<file path="src/rtl/pwm_generator.sv">
// pwm_generator: center-aligned three-phase PWM with shadowed duty, dead time and fault shutdown.
module pwm_generator #(
  parameter int PWM_MAX   = 3000,
  parameter int DEAD_TIME = 10
) (
  input  logic        clk,
  input  logic        reset,
  input  logic [47:0] driver_pwm_data,
  input  logic        driver_pwm_valid,
  output logic        driver_pwm_ready,
  input  logic        fault,
  output logic [2:0]  gate_h,
  output logic [2:0]  gate_l,
  output logic        pulse_sense,
  output logic        pulse_period
);
  localparam logic [15:0] MAX = 16'(PWM_MAX);
  localparam logic [15:0] DT  = 16'(DEAD_TIME);
  logic [15:0]      r_cnt;
  logic             r_up;
  logic [2:0][15:0] r_duty;
  logic [2:0][15:0] r_shadow;
  logic [2:0][15:0] r_dt;
  logic [2:0]       r_st;
  logic             r_full;
  logic             r_hold;
  logic             w_up;
  logic             w_valley;
  logic             w_peak;
  logic             w_acc;
  logic             w_forced;
  logic             w_full_nx;
  logic [2:0]       w_des;
  logic [2:0][15:0] w_word;
  always_comb begin
    w_valley  = r_cnt == 16'd0;
    w_peak    = r_cnt == MAX;
    w_up      = w_valley ? 1'b1 : w_peak ? 1'b0 : r_up;
    w_acc     = driver_pwm_valid & driver_pwm_ready & ~fault;
    w_forced  = fault | r_hold;
    w_full_nx = w_acc | (r_full & ~w_valley);
    for (int i = 0; i < 3; i++) begin
      w_word[i] = driver_pwm_data[16*i +: 16] > MAX ? MAX : driver_pwm_data[16*i +: 16];
      w_des[i]  = r_cnt < r_duty[i];
    end
  end
  // Ready is held low during fault so no word is acknowledged and then wiped.
  always_ff @(posedge clk or posedge reset) begin
    if (reset) begin
      r_cnt            <= '0;
      r_up             <= 1'b1;
      r_duty           <= '0;
      r_shadow         <= '0;
      r_full           <= 1'b0;
      r_hold           <= 1'b0;
      r_st             <= '0;
      r_dt             <= {3{DT}};
      gate_h           <= '0;
      gate_l           <= '0;
      pulse_sense      <= 1'b0;
      pulse_period     <= 1'b0;
      driver_pwm_ready <= 1'b0;
    end else begin
      r_cnt        <= w_up ? r_cnt + 16'd1 : r_cnt - 16'd1;
      r_up         <= w_up;
      pulse_sense  <= w_peak;
      pulse_period <= w_valley;
      if (fault) begin
        r_duty           <= '0;
        r_shadow         <= '0;
        r_full           <= 1'b0;
        r_hold           <= 1'b1;
        driver_pwm_ready <= 1'b0;
      end else begin
        if (w_valley & r_full) r_duty <= r_shadow;
        if (w_acc) r_shadow <= w_word;
        if (w_valley) r_hold <= 1'b0;
        r_full           <= w_full_nx;
        driver_pwm_ready <= ~w_full_nx;
      end
      // A desired-state change (or forced off) reloads the dead-time count; a side turns on once it expires.
      for (int i = 0; i < 3; i++) begin
        if (w_forced | (w_des[i] != r_st[i])) begin
          r_st[i]   <= w_des[i];
          r_dt[i]   <= DT;
          gate_h[i] <= 1'b0;
          gate_l[i] <= 1'b0;
        end else begin
          r_dt[i]   <= r_dt[i] == 16'd0 ? 16'd0 : r_dt[i] - 16'd1;
          gate_h[i] <= (r_dt[i] <= 16'd1) & r_st[i];
          gate_l[i] <= (r_dt[i] <= 16'd1) & ~r_st[i];
        end
      end
    end
  end
endmodule

</file>
<file path="config.mk">
export PLATFORM = sky130hd
export DESIGN_NAME = pwm_generator
export DESIGN_NICKNAME = d
export VERILOG_FILES = /design/src/rtl/pwm_generator.sv
export SDC_FILE = /design/constraint.sdc
export NUM_CORES = 1
export LEC_CHECK = 0
export CAP_MARGIN = 5
export CORE_MARGIN = 4
export CORE_UTILIZATION = 40
export DETAILED_ROUTE_END_ITERATION = 7
export PLACE_DENSITY = 0.63
export SLEW_MARGIN = 0
export SYNTH_ARGS = -nofsm -noshare
export SYNTH_HDL_FRONTEND = slang
export SYNTH_SLANG_ARGS = --single-unit
</file>
<file path="constraint.sdc">
create_clock -name clk -period 11.31 [get_ports clk]
set_input_delay 2.262 -clock clk [delete_from_list [all_inputs] [get_ports clk]]
set_output_delay 2.262 -clock clk [all_outputs]
set_load 0.02 [all_outputs]
</file>
Word-level counts from Yosys, hierarchy flattened
Cells that the tools add are included.
{"block": "classes", "add_sub_neg": 5, "n_lt_le_gt_ge": 9, "n_eq_ne": 4, "mux": 26, "bitwise_logic": 21, "reduce_logical": 7}
{"op": "$mux 48", "n": 4}
{"op": "$mux 16", "n": 10}
{"op": "$logic_not 16->1", "n": 4}
{"op": "$sub 16x1->16 const B", "n": 4}
{"op": "$gt 16x12->1 const B", "n": 3}
{"op": "$le 16x1->1 const B", "n": 3}
{"op": "$lt 16x16->1", "n": 3}
{"op": "$add 16x1->16 const B", "n": 1}
{"op": "$eq 16x12->1 const B", "n": 1}
{"op": "$mux 1", "n": 12}
{"op": "$and 1x1->1", "n": 10}
{"op": "$not 1->1", "n": 6}
{"op": "$reduce_bool 2->1", "n": 3}
{"op": "$or 1x1->1", "n": 5}
{"op": "$ne 1x1->1", "n": 3}
{"block": "totals", "register_bits": 175, "inputBits": 52, "word_cells": 93}

Depth between registers and ports, before layout
Gate-level depths: netlist of run 1.
{"block": "logic_depth", "word_depth": 6, "ltp_mapped": 14}

Least setup slack after synthesis of run 1
Ideal clock, no wire load.
{"block": "synth_timing", "kind": "in2reg", "start": "input driver_pwm_data[0]", "end": "register r_shadow[0] in the netlist's numbering", "setup_time_ns": 0.066, "arrival_ns": 3.600, "required_ns": 11.244, "path_slack_ns": 7.645, "path_stages": 6, "path_cell_list": "or3_1 -> a41o_1 -> a41o_1 -> a21o_1 -> nor2_1 -> a22o_1"}
{"block": "synth_via", "elab_chain_cells": 4}
{"item": "start, declared", "line": "8", "source": "input logic [47:0] driver_pwm_data,"}
{"item": "$gt 16x12->1", "line": "43", "source": "w_word[i] = driver_pwm_data[16*i +: 16] > MAX ? MAX : driver_pwm_data[16*i +: 16];"}
{"item": "$mux 16 (*)", "line": "43"}
{"item": "$mux 48 (*)", "line": "76", "source": "if (w_acc) r_shadow <= w_word;"}
{"item": "$mux 48 (*)", "line": "68", "source": "if (fault) begin"}
{"item": "end signal, assigned", "line": "76"}
{"item": "end, declared", "line": "22", "source": "logic [2:0][15:0] r_shadow;"}
Mark *: on every way between the ends. The rest lies on a longest branch, timed or not. The select of a mux whose other input is x is not followed.
A chain may end at the register's enable or synchronous reset.

Worst setup path in the final report of run 1
{"block": "layout_timing", "start": "register r_cnt[6]", "end": "register r_cnt[14]"}
{"block": "layout_via", "elab_chain_cells": 4, "word_cells_on_any_way": 7, "cone_classes": "add/sub (2); eq/ne (1); mux (3); reduce/logical (1)"}
{"item": "start, declared", "line": "19", "source": "logic [15:0] r_cnt;"}
{"item": "start signal, assigned", "line": "64", "source": "r_cnt <= w_up ? r_cnt + 16'd1 : r_cnt - 16'd1;"}
{"item": "$eq 16x12->1", "line": "37", "source": "w_peak = r_cnt == MAX;"}
{"item": "$mux 1", "line": "38", "source": "w_up = w_valley ? 1'b1 : w_peak ? 1'b0 : r_up;"}
{"item": "$mux 1 (*)", "line": "38"}
{"item": "net w_up", "line": "27", "source": "logic w_up;"}
{"item": "$mux 16 (*)", "line": "64"}
The timed path passes the listed nets; every way through them passes the cells marked *.

==> reports/results.txt, run 1 <==
Clk buf depth: 2
Reg2Reg Launch Point: r_cnt[6]$_DFF_PP0_
Die X: 156 um
Pwr Density: 125 mW/mm^2
Area of the die: 0.0244 mm^2
Total GRT Usage: 0.154
Via/cell ratio: 5.16
Post-Syn Area: 0.00878 mm^2
Initial antenna violation count: 0
Syn nets: 964
Register-to-register setup slack: 7.12 ns
Worst R2R Path Depth: 14
FF-to-FF End: r_cnt[14]$_DFF_PP0_
Worst-path maximum fanout: 14
Initial DRC Count: 315
Setup violations, final: 0
Hold EP: r_shadow[24]$_DFFE_PP0P_
Cell depth of the worst hold path: 2
Area of the core: 0.0213 mm^2
Worst hold margin: 0.467 ns
Post-synth top area share: 0.479
Post-route minimum period: 4.19 ns
RSZ-0062 raised after global routing: false
Main synth FF type: dfrtp_1
I/O pin cnt: 61
Most used cell, CP: nand2_1
DRT Wirelength: 17,700 um
Via count: 6,150
Crit-path max cell delay: 0.50 ns
Worst setup SP type: register
Non-Filler Instances: 1,191
Max-cap check violation count: 0
Clock-pin slew on the worst setup and hold paths: 0.07 ns
P_leak: 0.00495 uW
CP cell instances: nor4_1 > nand3_1 > or3_1 > nand2_1 > nand2_1 > inv_1 > ha_1 > nor2b_1 > o31a_1 > o31ai_1 > nand2b_1 > a211oi_1 > o21ai_0 > xor2_1
Placed Instances: 1,159
Achievable Freq: 0.239 GHz
FF+latch count, synth: 175
Hold violation total from the final report: 0
Layout filler cell count: 1,947
Critical Path Sink Type: register
Area delta synth->final: 17.5%
Largest net degree at the start of global routing: 103
Register area share after synthesis: 0.500
I/O Buffers: 60
CP Class: reg2reg
Post-DP HPWL: 12,500 um
Largest cells by area after synthesis: dfrtp_1, ha_1, a22o_1
Status: finished, final reports clean
Worst Path Required: 11.61 ns
1st-pass router iterations: 4
Post-synth EDFFs: 0
H-tree levels: 4
Post-Syn Instances: 843
Antenna-violating nets left: 0
Type of the worst min-delay path: reg2reg
Setup bufs post-CTS: 0
Root Buffer: clkbuf_16
Avg WL per Cell: 14.8 um
PostCTS Resize Cnt: 0
GRT overflow: 0
Worst slew pin tran: 1.13 ns
Number of remaining DRC errors: 0
Final Skew: 0.0103 ns
Initial Util: 0.412
Count leader, synth: dfrtp_1
Die Y: 156 um
Commonest cells post-synth: dfrtp_1, nor2_1, nand2_1
Sink Count: 175
# hold bufs at CTS: 0
Rows: 53
Layout cells sized above 1: 0.0699
TNS Setup: 0 ns
Worst skew pair latency: 0.43 ns
CP max-delay cell: dfrtp_1
Post-Syn Area per Cell: 10.4 um^2
Post-synth top area cell: dfrtp_1
Final worst-path cycle share: 0.371
Ys async rst share: 1.00
Final Max Slew Viols: 0
# diodes: 0
First-pass GRT wire length: 30,300 um
Worst vdd ir: 0.0000918 V
Min-delay src: r_shadow[24]$_DFFE_PP0P_
CTS tree: yes
YS warnings: 0
Vias in the first global route: 6,139
Final nets: 1,024
Slew headroom: 0.245
Routability cong.: 0.751
Worst EP arrival: 4.50 ns
Unique masters post-synth: 57
Number of clock buffers inserted by TritonCTS: 17
worst max-delay path by stage:
stage | start | end | cells after the start
2_1_floorplan | reset | driver_pwm_ready$_DFF_PP0_ | 1
3_3_place_gp | reset | r_shadow[6]$_DFFE_PP0P_ | 3
3_5_place_dp | fault | r_dt[43]$_DFF_PP0_ | 7
4_1_cts | r_cnt[6]$_DFF_PP0_ | r_cnt[14]$_DFF_PP0_ | 14
5_1_grt | r_cnt[6]$_DFF_PP0_ | r_cnt[14]$_DFF_PP0_ | 14
6_report | r_cnt[6]$_DFF_PP0_ | r_cnt[14]$_DFF_PP0_ | 14
final cells by class:
type / instances / area (um^2) / share of cell area
multi-input cells: 581 / 4080 / 0.396
clock buffers: 17 / 425 / 0.0413
inverters: 62 / 238 / 0.0231
repair buffers: 66 / 646 / 0.0626
flip-flops and latches: 175 / 4390 / 0.426
clock inverters: 15 / 190 / 0.0184
well taps: 275 / 344 / 0.0334
kinds of logic (layout without fill, tap and decap cells):
family / Yosys count / in the layout / share of synthesized area
AO/OA/AOI/OAI: 182 / 182 / 0.155
XOR/XNOR: 52 / 52 / 0.0519
adder cells (fa/ha/maj): 69 / 69 / 0.0992
buffers and inverters: 87 / 160 / 0.0386
flip-flops: 175 / 175 / 0.500
multiplexers: 2 / 2 / 0.00314
AND/OR/NAND/NOR: 276 / 276 / 0.152
through the flow:
stage	total power (uW)	util	setup WS, ns	instance area, um^2
finish	1290	0.484	7.12	10300
global route	1350	0.484	6.82	10300
CTS	1310	0.484	7.09	10300
detailed placement	700	0.455	6.83	9690
global placement	700	0.455	6.87	9690
floorplan	670	-	4.31	8780
cells in the final DEF, fill, tap and decap left out, types with 24 or more instances in the layout:
cell type        count
a22o_1              60
ha_1                68
clkdlybuf4s50_1     60
nor3_1              32
inv_1               61
dfrtp_1            168
nand2_1             70
xnor2_1             32
nor2_1              78
a21oi_1             24
o21ai_0             34
state kept, by name, indices dropped and copies added (netlist names):
name              flops
pulse_sense           1
gate_l                3
driver_pwm_ready      1
gate_h                3
r_hold                1
r_duty               48
r_up                  1
pulse_period          1
r_shadow             48
r_dt                 48
r_full                1
r_cnt                16
r_st                  3
routing by layer:
metal | share of wire | track usage
met4 | 0.017 | 0.0479
met3 | 0.050 | 0.0319
met5 | 0 | 0
met2 | 0.45 | 0.241
met1 | 0.49 | 0.215
worst max-delay path: cells and delay by family, from the launching register on:
family | cells | cell delay (ns)
and+or+nand+nor | 7 | 1.38
AOI/OAI and AO/OA | 4 | 1.22
DFF | 1 | 0.50
buffers and inverters | 1 | 0.42
adders and majority gates | 1 | 0.37
xor gates and xnor gates | 1 | 0.17
power by group:
part / internal [uW] / switching (uW)
Clock: 337 / 268
Combinational: 21.5 / 29.4
Sequential: 632 / 3.68
(Power assumes the default switching activity.)
==> run 2: changes to the inputs <==
Settings changed: PLACE_DENSITY 0.63 to 0.65.
Clock period 11.31 ns to 3.4 ns, I/O delays scaled along.
==> run 2 against run 1 <==
  * Sequential power grew to 3.3 times the previous value
  * Die area stayed put
  * Clock power grew to 3.1 times the previous value
  * Sequential share of layout area is 0.56 points lower
  * Clock skew is 0.00092 ns higher
  * Critical endpoint unchanged
  * Largest power group unchanged
==> reports/results.txt, run 2 (synthesis results as in run 1) <==
Pwr Density: 398 mW/mm^2
Post-DP HPWL: 12,900 um
Critical path's top delay family: simple AND/OR/NAND/NOR gates
Non-Filler Instances: 1,212
Area of the die: 0.0244 mm^2
Hold violation total from the final report: 0
Slew headroom: 0.274
Most common cell after layout, fill and taps aside: dfrtp_1
GRT overflow: 0
I/O Buffers: 60
Worst slew pin tran: 1.09 ns
Worst-path maximum fanout: 6
Via/cell ratio: 5.25
Type of the worst min-delay path: reg2reg
RSZ-0062 raised after global routing: true
Crit-path max cell delay: 0.40 ns
H-tree levels: 4
Root Buffer: clkbuf_16
Antenna-violating nets left: 0
Crit path buf inv count: 2
Status: finished, final reports clean
Total GRT Usage: 0.157
Avg WL per Cell: 15.1 um
Worst Path Required: 3.70 ns
# diodes: 0
DRT Wirelength: 18,300 um
Routability cong.: 0.860
I/O pin cnt: 61
Worst hold margin: 0.469 ns
Multi-input gate area: 0.00409 mm^2
Storage cell area: 0.00439 mm^2
Area delta synth->final: 19.0%
Clock-pin slew on the worst setup and hold paths: 0.06 ns
Critical Path Sink Type: register
CP max-delay cell: or3_1
Final Max Slew Viols: 0
Die X: 156 um
Initial Util: 0.412
Via count: 6,366
Achievable Freq: 0.307 GHz
Final worst-path cycle share: 0.958
Cell depth of the worst hold path: 2
Most used cell, CP: nand2_1
First-pass GRT wire length: 31,100 um
Regs by FF count: r_dt x48, r_duty x48, r_shadow x48
Largest net degree at the start of global routing: 136
Commonest non-fill, non-tap cells in the layout: dfrtp_1, nor2_1, nand2_1
Worst skew pair latency: 0.43 ns
Worst R2R Path Depth: 15
Register-to-register setup slack: 0.14 ns
CTS tree: yes
Worst EP arrival: 3.55 ns
Final Skew: 0.0112 ns
1st-pass router iterations: 5
P_leak: 0.00501 uW
Number of clock buffers inserted by TritonCTS: 17
TNS Setup: 0 ns
Vias in the first global route: 6,335
Levels on crit path: 15
Initial antenna violation count: 0
Pre-CTS setup slack: 0.157 ns
Final nets: 1,046
Initial DRC Count: 271
CP Class: reg2reg
Max-cap check violation count: 0
Worst vdd ir: 0.000306 V
Layout cells sized above 1: 0.0928
Die Y: 156 um
Area of the core: 0.0213 mm^2
Placed Instances: 1,180
CP cell instances: nor4_1 > nand3_1 > or3_1 > nand2_1 > nand2_1 > inv_2 > ha_1 > nor2b_1 > o31a_1 > o31ai_2 > nand2b_1 > a211oi_2 > buf_4 > o21ai_0 > xor2_1
Sink Count: 175
Layout filler cell count: 1,937
Post-route minimum period: 3.26 ns
Setup violations, final: 0
Rows: 53
Number of remaining DRC errors: 0
Final worst-path setup slack: 0.142 ns
Clk buf depth: 2
Worst setup SP type: register
[run 2: cell types whose count changed in the layout (fill, tap and decap cells not counted), moves of 2 or more]
cell and delta:
buf_4 +21, clkinvlp_4 +4, inv_8 -4, inv_6 -3, clkbuf_8 +2
[run 2: tightest hold or removal path, stage by stage (launching register included)]
cell and delay [ns]:
dfrtp_1 0.34, nand2_1 0.05, nand2_1 0.05
[run 2: worst paths after layout]
check	startpoint	to
setup / recovery	r_cnt[10]$_DFF_PP0_	r_cnt[14]$_DFF_PP0_
hold / removal	r_shadow[25]$_DFFE_PP0P_	r_shadow[25]$_DFFE_PP0P_
setup reg to reg	r_cnt[10]$_DFF_PP0_	r_cnt[14]$_DFF_PP0_
hold reg to reg	r_shadow[25]$_DFFE_PP0P_	r_shadow[25]$_DFFE_PP0P_
max in group asynchronous	reset	pulse_period$_DFF_PP0_
min in group asynchronous	reset	r_dt[42]$_DFF_PP0_
[run 2: cell type report]
type                       instances  share of cell area
clock inverter                    11              0.0104
multi-input combinational        581               0.391
clock buffer                      20              0.0437
inverter                          62              0.0226
tap                              275              0.0329
sequential                       175               0.420
timing repair buffer              88              0.0788
[run 2: metrics by stage]
stage,utilization,power (uW),instance area (um^2)
finish,0.491,4160,10400
detailed placement,0.463,2330,9860
global placement,0.463,2330,9860
global route,0.491,4310,10400
CTS,0.490,4220,10400
floorplan,-,2230,8780
[run 2: timing repair]
action                                  in CTS  in global routing
resized for setup                            0                  3
setup buffers                                0                  1
endpoints found under the setup margin       0                  3
hold buffers                                 0                  0
endpoints found under the hold margin        0                  0
[run 2: power breakdown]
| part | switching, uW | leakage, uW | total, uW | internal [uW] |
|---|---|---|---|---|
| clock | 825 | 0.000265 | 1870 | 1050 |
| sequential | 12.6 | 0.00239 | 2120 | 2100 |
| combinational | 98.0 | 0.00236 | 172 | 74.2 |
| total | 936 | 0.00501 | 4160 | 3230 |
[run 2: metal layers]
layer / track usage / wire length [um] / vias to the layer above
li1: - / - / 3148
met1: 0.225 / 9030 / 3088
met2: 0.242 / 8270 / 116
met3: 0.0347 / 828 / 14
met4: 0.0384 / 163 / 0
met5: 0 / 0 / -
==> RTL edit 1, RTL diff (settings of run 2) <==
Compare `r_cnt` against `MAX` with >= in place of ==.
--- a/src/rtl/pwm_generator.sv
+++ b/src/rtl/pwm_generator.sv
@@ -35,5 +35,5 @@
   always_comb begin
     w_valley  = r_cnt == 16'd0;
-    w_peak    = r_cnt == MAX;
+    w_peak    = r_cnt >= MAX;
     w_up      = w_valley ? 1'b1 : w_peak ? 1'b0 : r_up;
     w_acc     = driver_pwm_valid & driver_pwm_ready & ~fault;
Formal check against the unedited RTL: same outputs for any inputs over 10 cycles, from zero or initial values and one cycle with reset high; that may be too few to reach the edited logic, so the function may still have changed.
==> RTL edit 1 against run 2 <==
  * Design area increased by 4.4%
  * Global-route usage increased by 0.29 points
  * Wire length is 9.0% higher
  * Area after synthesis increased by 4.4%
  * Largest power group unchanged
  * Non-clock buffer count rose by 1
  * Power rose by 0.78%
  * Setup slack better by 0.040 ns
  * Synthesized cell count is 5.1% higher
  * Via count is 7.0% higher
  * Sequential cell count is the same
  * Largest cell class is now multi-input gates
  * Utilization fell by 0.77 points
==> RTL edit 1: results (changes against run 2) <==
RR Endpoint = r_cnt[13]$_DFF_PP0_
fillers = 2108 (+8.8%)
global-route wire length before repair = 33700 µm (+8.4%)
family with the most delay on the worst path = compound AO/OA/AOI/OAI gates
r2r worst-path depth = 12 (-3)
compound-cell area share of the yosys netlist = 0.168 (+0.0129)
global routing usage on met1 = 0.219 (-0.00687)
status = finished clean
worst hold path endpoint = r_shadow[37]$_DFFE_PP0P_
hold depth = 2 (unchanged)
hold-fix buffer count after cts = 0 (unchanged)
worst-path maximum fanout = 8 (+2)
Post-Synth XOR/XNOR Area = 0.0516 (-0.000292)
met3 routed WL = 617 µm (-25%)
worst r2r src = r_cnt[15]$_DFF_PP0_
Data arrival, critical path = 3.52 ns (-0.03 ns)
relative slew slack = 0.474 (+0.201)
vias in the first global route = 6828 (+7.8%)
top post-synthesis cells by count = 168 x dfrtp_1, 68 x ha_1, 65 x inv_1
Total Nets Final = 1083 (+3.5%)
global-route usage over all layers = 0.159 (+0.00293)
clock root buffer = clkbuf_16
sequential fraction of the synthesis area = 0.479 (-0.0212)
initial antenna violation count = 0 (unchanged)
met2 Usage GRT = 0.260 (+0.0178)
share of layout cells above drive strength 1 = 0.0985 (+0.00561)
post-cts resize count = 1 (+1)
met1 wire length = 9680 µm (+7.2%)
synthesized netlist net count = 1007 (+4.5%)
Longest Clk Path Bufs = 2 (unchanged)
mux contribution to synthesized area = 0.0109 (+0.00778)
H-Tree Depth = 4 (unchanged)
grt met3 use = 0.0298 (-0.00490)
r2r setup slk = 0.18 ns (+0.04 ns)
drt wl/cell = 15.8 µm (+4.9%)
clk_skew = 0.0164 ns (+0.00528 ns)
Final GP Congestion = 0.870 (+1.2%)
met2 WL post-DR = 9320 µm (+13%)
Detail Placement HPWL = 14300 µm (+10%)
CP max-delay cell = dfrtp_1
DP Area = 10200 µm² (+3.9%)
Iter 0 DRT Violations = 350 (+29%)
Yosys cell types = 61 (+7.0%)
Critical Path Max Stage Delay = 0.45 ns (+0.05 ns)
# diodes = 0 (unchanged)
Static Leak = 4.98 nW (-0.78%)
hold path startpoint = r_shadow[37]$_DFFE_PP0P_
first-pass detailed-route iteration total = 5 (unchanged)
DR vias/cell = 5.41 (+3.0%)
Hold Crit Class = reg2reg
asr flop ratio synth = 1.00 (unchanged)
total CTS buffers = 17 (unchanged)
Post-Synth Adder-Cell Area = 0.0950 (-0.00421)
top post-synthesis cells by area = dfrtp_1 46%, ha_1 9.3%, a22o_1 5.4%
Peak VDD IR = 0.310 mV (+1.2%)
largest net degree at the start of global routing = 49 (-64%)
RTL edit 1: cell types whose count changed in the layout (fill, tap and decap cells not counted), sizes merged, moves of 6 or more:
cell    delta
nor4       +6
a21oi     +31
xor2       +7
nor2      -28
o211ai     -7
mux2       +6
nand2     -22
inv        +8
RTL edit 1: cell families after synthesis:
group,Yosys count
flops,175
buf+inv,98
mux,7
simple gates,260
compound gates,223
fa+ha+maj,69
xor+xnor,54
RTL edit 1: stage by stage:
step | worst slack [ns] | hold slack, ns | cells | utilization
4_1_cts | 0.0313 | 0.487 | 1254 | 0.480
6_report | 0.182 | 0.479 | 1260 | 0.483
2_1_floorplan | 0.487 | 0.450 | 886 | -
3_5_place_dp | 0.0165 | 0.471 | 1222 | 0.454
3_3_place_gp | 0.116 | 0.462 | 1222 | 0.454
5_1_grt | 0.00304 | 0.499 | 1260 | 0.483
RTL edit 1: final cells by class:
class | instances | area share
Clock buffer | 17 | 0.0390
Clock inverter | 15 | 0.0134
Inverter | 65 | 0.0231
Multi-Input combinational cell | 613 | 0.409
Sequential cell | 175 | 0.402
Tap cell | 285 | 0.0327
Timing Repair Buffer | 89 | 0.0796
Timing Repair inverter | 1 | 0.000688
RTL edit 1: power by group:
group          leakage (nW)  total [mW]  internal, mW  switching (mW)
clock network         0.269        1.89         0.974           0.917
registers              2.39        2.12          2.10          0.0135
logic                  2.32       0.189        0.0847           0.104
RTL edit 1: worst register-to-register path, stage by stage, from the launching register on:
cell and delay, ns:
dfrtp_1 0.45, nor4_2 0.36, a21boi_1 0.31, a21o_4 0.21, clkinvlp_4 0.16, buf_4 0.20, buf_4 0.13, ha_1 0.44
nand2_1 0.13, o31a_1 0.30, o311ai_0 0.12, a21oi_1 0.15, xnor2_1 0.14
==> RTL edit 2, RTL diff (config.mk and constraints of run 2) <==
Without the edit above. `PWM_MAX`: 3000 -> 2250.
--- a/src/rtl/pwm_generator.sv
+++ b/src/rtl/pwm_generator.sv
@@ -1,5 +1,5 @@
 // pwm_generator: center-aligned three-phase PWM with shadowed duty, dead time and fault shutdown.
 module pwm_generator #(
-  parameter int PWM_MAX   = 3000,
+  parameter int PWM_MAX   = 2250,
   parameter int DEAD_TIME = 10
 ) (
Function: no difference found for any inputs over 10 cycles, from zero or initial values and one cycle with reset high; that may be too few to reach the edited logic, so the function may still have changed.
==> RTL edit 2 against run 2 <==
  * Area after synthesis grew 3.9%
  * Sequential cell count is the same
  * Design area grew 3.8%
  * First-iteration DRC count grew 2.2%
  * Global-route usage shrank 0.13 points
  * Power grew 2.7%
  * Setup slack gained 0.049 ns
  * Critical path type unchanged
  * Highest routed layer unchanged
  * Wire length grew 3.6%
  * Utilization is essentially flat
==> RTL edit 2: results (changes against run 2) <==
Avg Cell Area, Syn = 10.6 µm² (+1.7%)
global-route usage over all layers = 0.155 (-0.00131)
top post-synthesis cells by count = 168 x dfrtp_1, 68 x ha_1, 67 x a22o_1
Post-Synth XOR/XNOR Area = 0.0500 (-0.00194)
first-pass detailed-route iteration total = 4 (-1)
largest net degree at the start of global routing = 92 (-32%)
status = finished clean
CP max-delay cell = or4_1
non-filler cells, final = 1235 (+1.9%)
r2r setup slk = 0.19 ns (+0.05 ns)
placed insts = 1203 (+1.9%)
sequential fraction of the synthesis area = 0.481 (-0.0187)
Static Leak = 5.04 nW (+0.55%)
Iter 0 DRT Violations = 277 (+2.2%)
Total Nets Final = 1063 (+1.6%)
Peak VDD IR = 0.226 mV (-26%)
clk_skew = 0.0158 ns (+0.00466 ns)
share of layout cells above drive strength 1 = 0.130 (+0.0370)
top post-synthesis cells by area = dfrtp_1 46%, ha_1 9.3%, a22o_1 6.4%
Post-Synth Adder-Cell Area = 0.0955 (-0.00370)
vias in the first global route = 6558 (+3.5%)
Least-Margin Pin Slew = 0.814 ns (-0.271 ns)
worst r2r src = r_cnt[1]$_DFF_PP0_
synthesized netlist net count = 982 (+1.9%)
global-route wire length before repair = 32300 µm (+3.9%)
-- RTL edit 2: area by class of cell --
type                            count  area (µm²)  share of cell area
Sequential cell                   175        4390               0.405
Tap cell                          280         350              0.0323
Inverter                           62         236              0.0218
Timing Repair Buffer               90         863              0.0796
Multi-Input combinational cell    596        4380               0.404
Clock inverter                     14         185              0.0171
Clock buffer                       18         439              0.0405
-- RTL edit 2: what timing repair did --
item,CTS,global route
setup buffers,0,0
endpoints found under the hold margin,0,0
endpoints found under the setup margin,0,1
hold buffers,0,0
gates resized for setup,0,2
-- RTL edit 2: cell families after synthesis --
family,after synthesis
AO/OA/AOI/OAI,203
XOR/XNOR,52
adder cells (fa/ha/maj),69
buffers and inverters,90
flip-flops,175
multiplexers,10
AND/OR/NAND/NOR,262
-- RTL edit 2: per-layer routing --
layer / GRT usage / vias to the layer above / wire (µm)
li1: - / 3250 / -
met1: 0.216 / 3133 / 9320
met2: 0.247 / 107 / 8700
met3: 0.0344 / 18 / 694
met4: 0.0434 / 0 / 242
met5: 0 / - / 0
-- RTL edit 2: worst paths after layout --
path	endpoint	cells after the start
max reg2reg	r_cnt[12]$_DFF_PP0_	12
min	r_shadow[1]$_DFFE_PP0P_	2
max	r_cnt[12]$_DFF_PP0_	12
min reg2reg	r_shadow[1]$_DFFE_PP0P_	2
max in group asynchronous	r_dt[3]$_DFF_PP1_	3
min in group asynchronous	r_dt[40]$_DFF_PP0_	2
-- RTL edit 2: through the flow --
step | instance area, µm² | hold slack [ns] | util | total power [mW] | setup slack, ns
finish | 10800 | 0.471 | 0.491 | 4.27 | 0.191
global route | 10800 | 0.491 | 0.491 | 4.45 | 0.0252
CTS | 10800 | 0.476 | 0.490 | 4.33 | 0.0292
detailed placement | 10200 | 0.459 | 0.462 | 2.32 | 0.0624
global placement | 10200 | 0.451 | 0.462 | 2.32 | 0.155
floorplan | 9120 | 0.438 | - | 2.22 | 0.0642
-- RTL edit 2: worst reg2reg max path: cells and delay by family, from the launching register on --
kind,cells,cell delay [ns]
AOI/OAI and AO/OA,4,1.00
xor gates and xnor gates,1,0.15
adders and majority gates,1,0.28
buffers and inverters,1,0.07
DFF,1,0.37
and+or+nand+nor,5,1.25
-- RTL edit 2: where the power goes --
group / internal [mW] / switching, mW
sequential: 2.10 / 0.0117
clock: 1.02 / 0.972
combinational: 0.0761 / 0.0959
total: 3.19 / 1.08
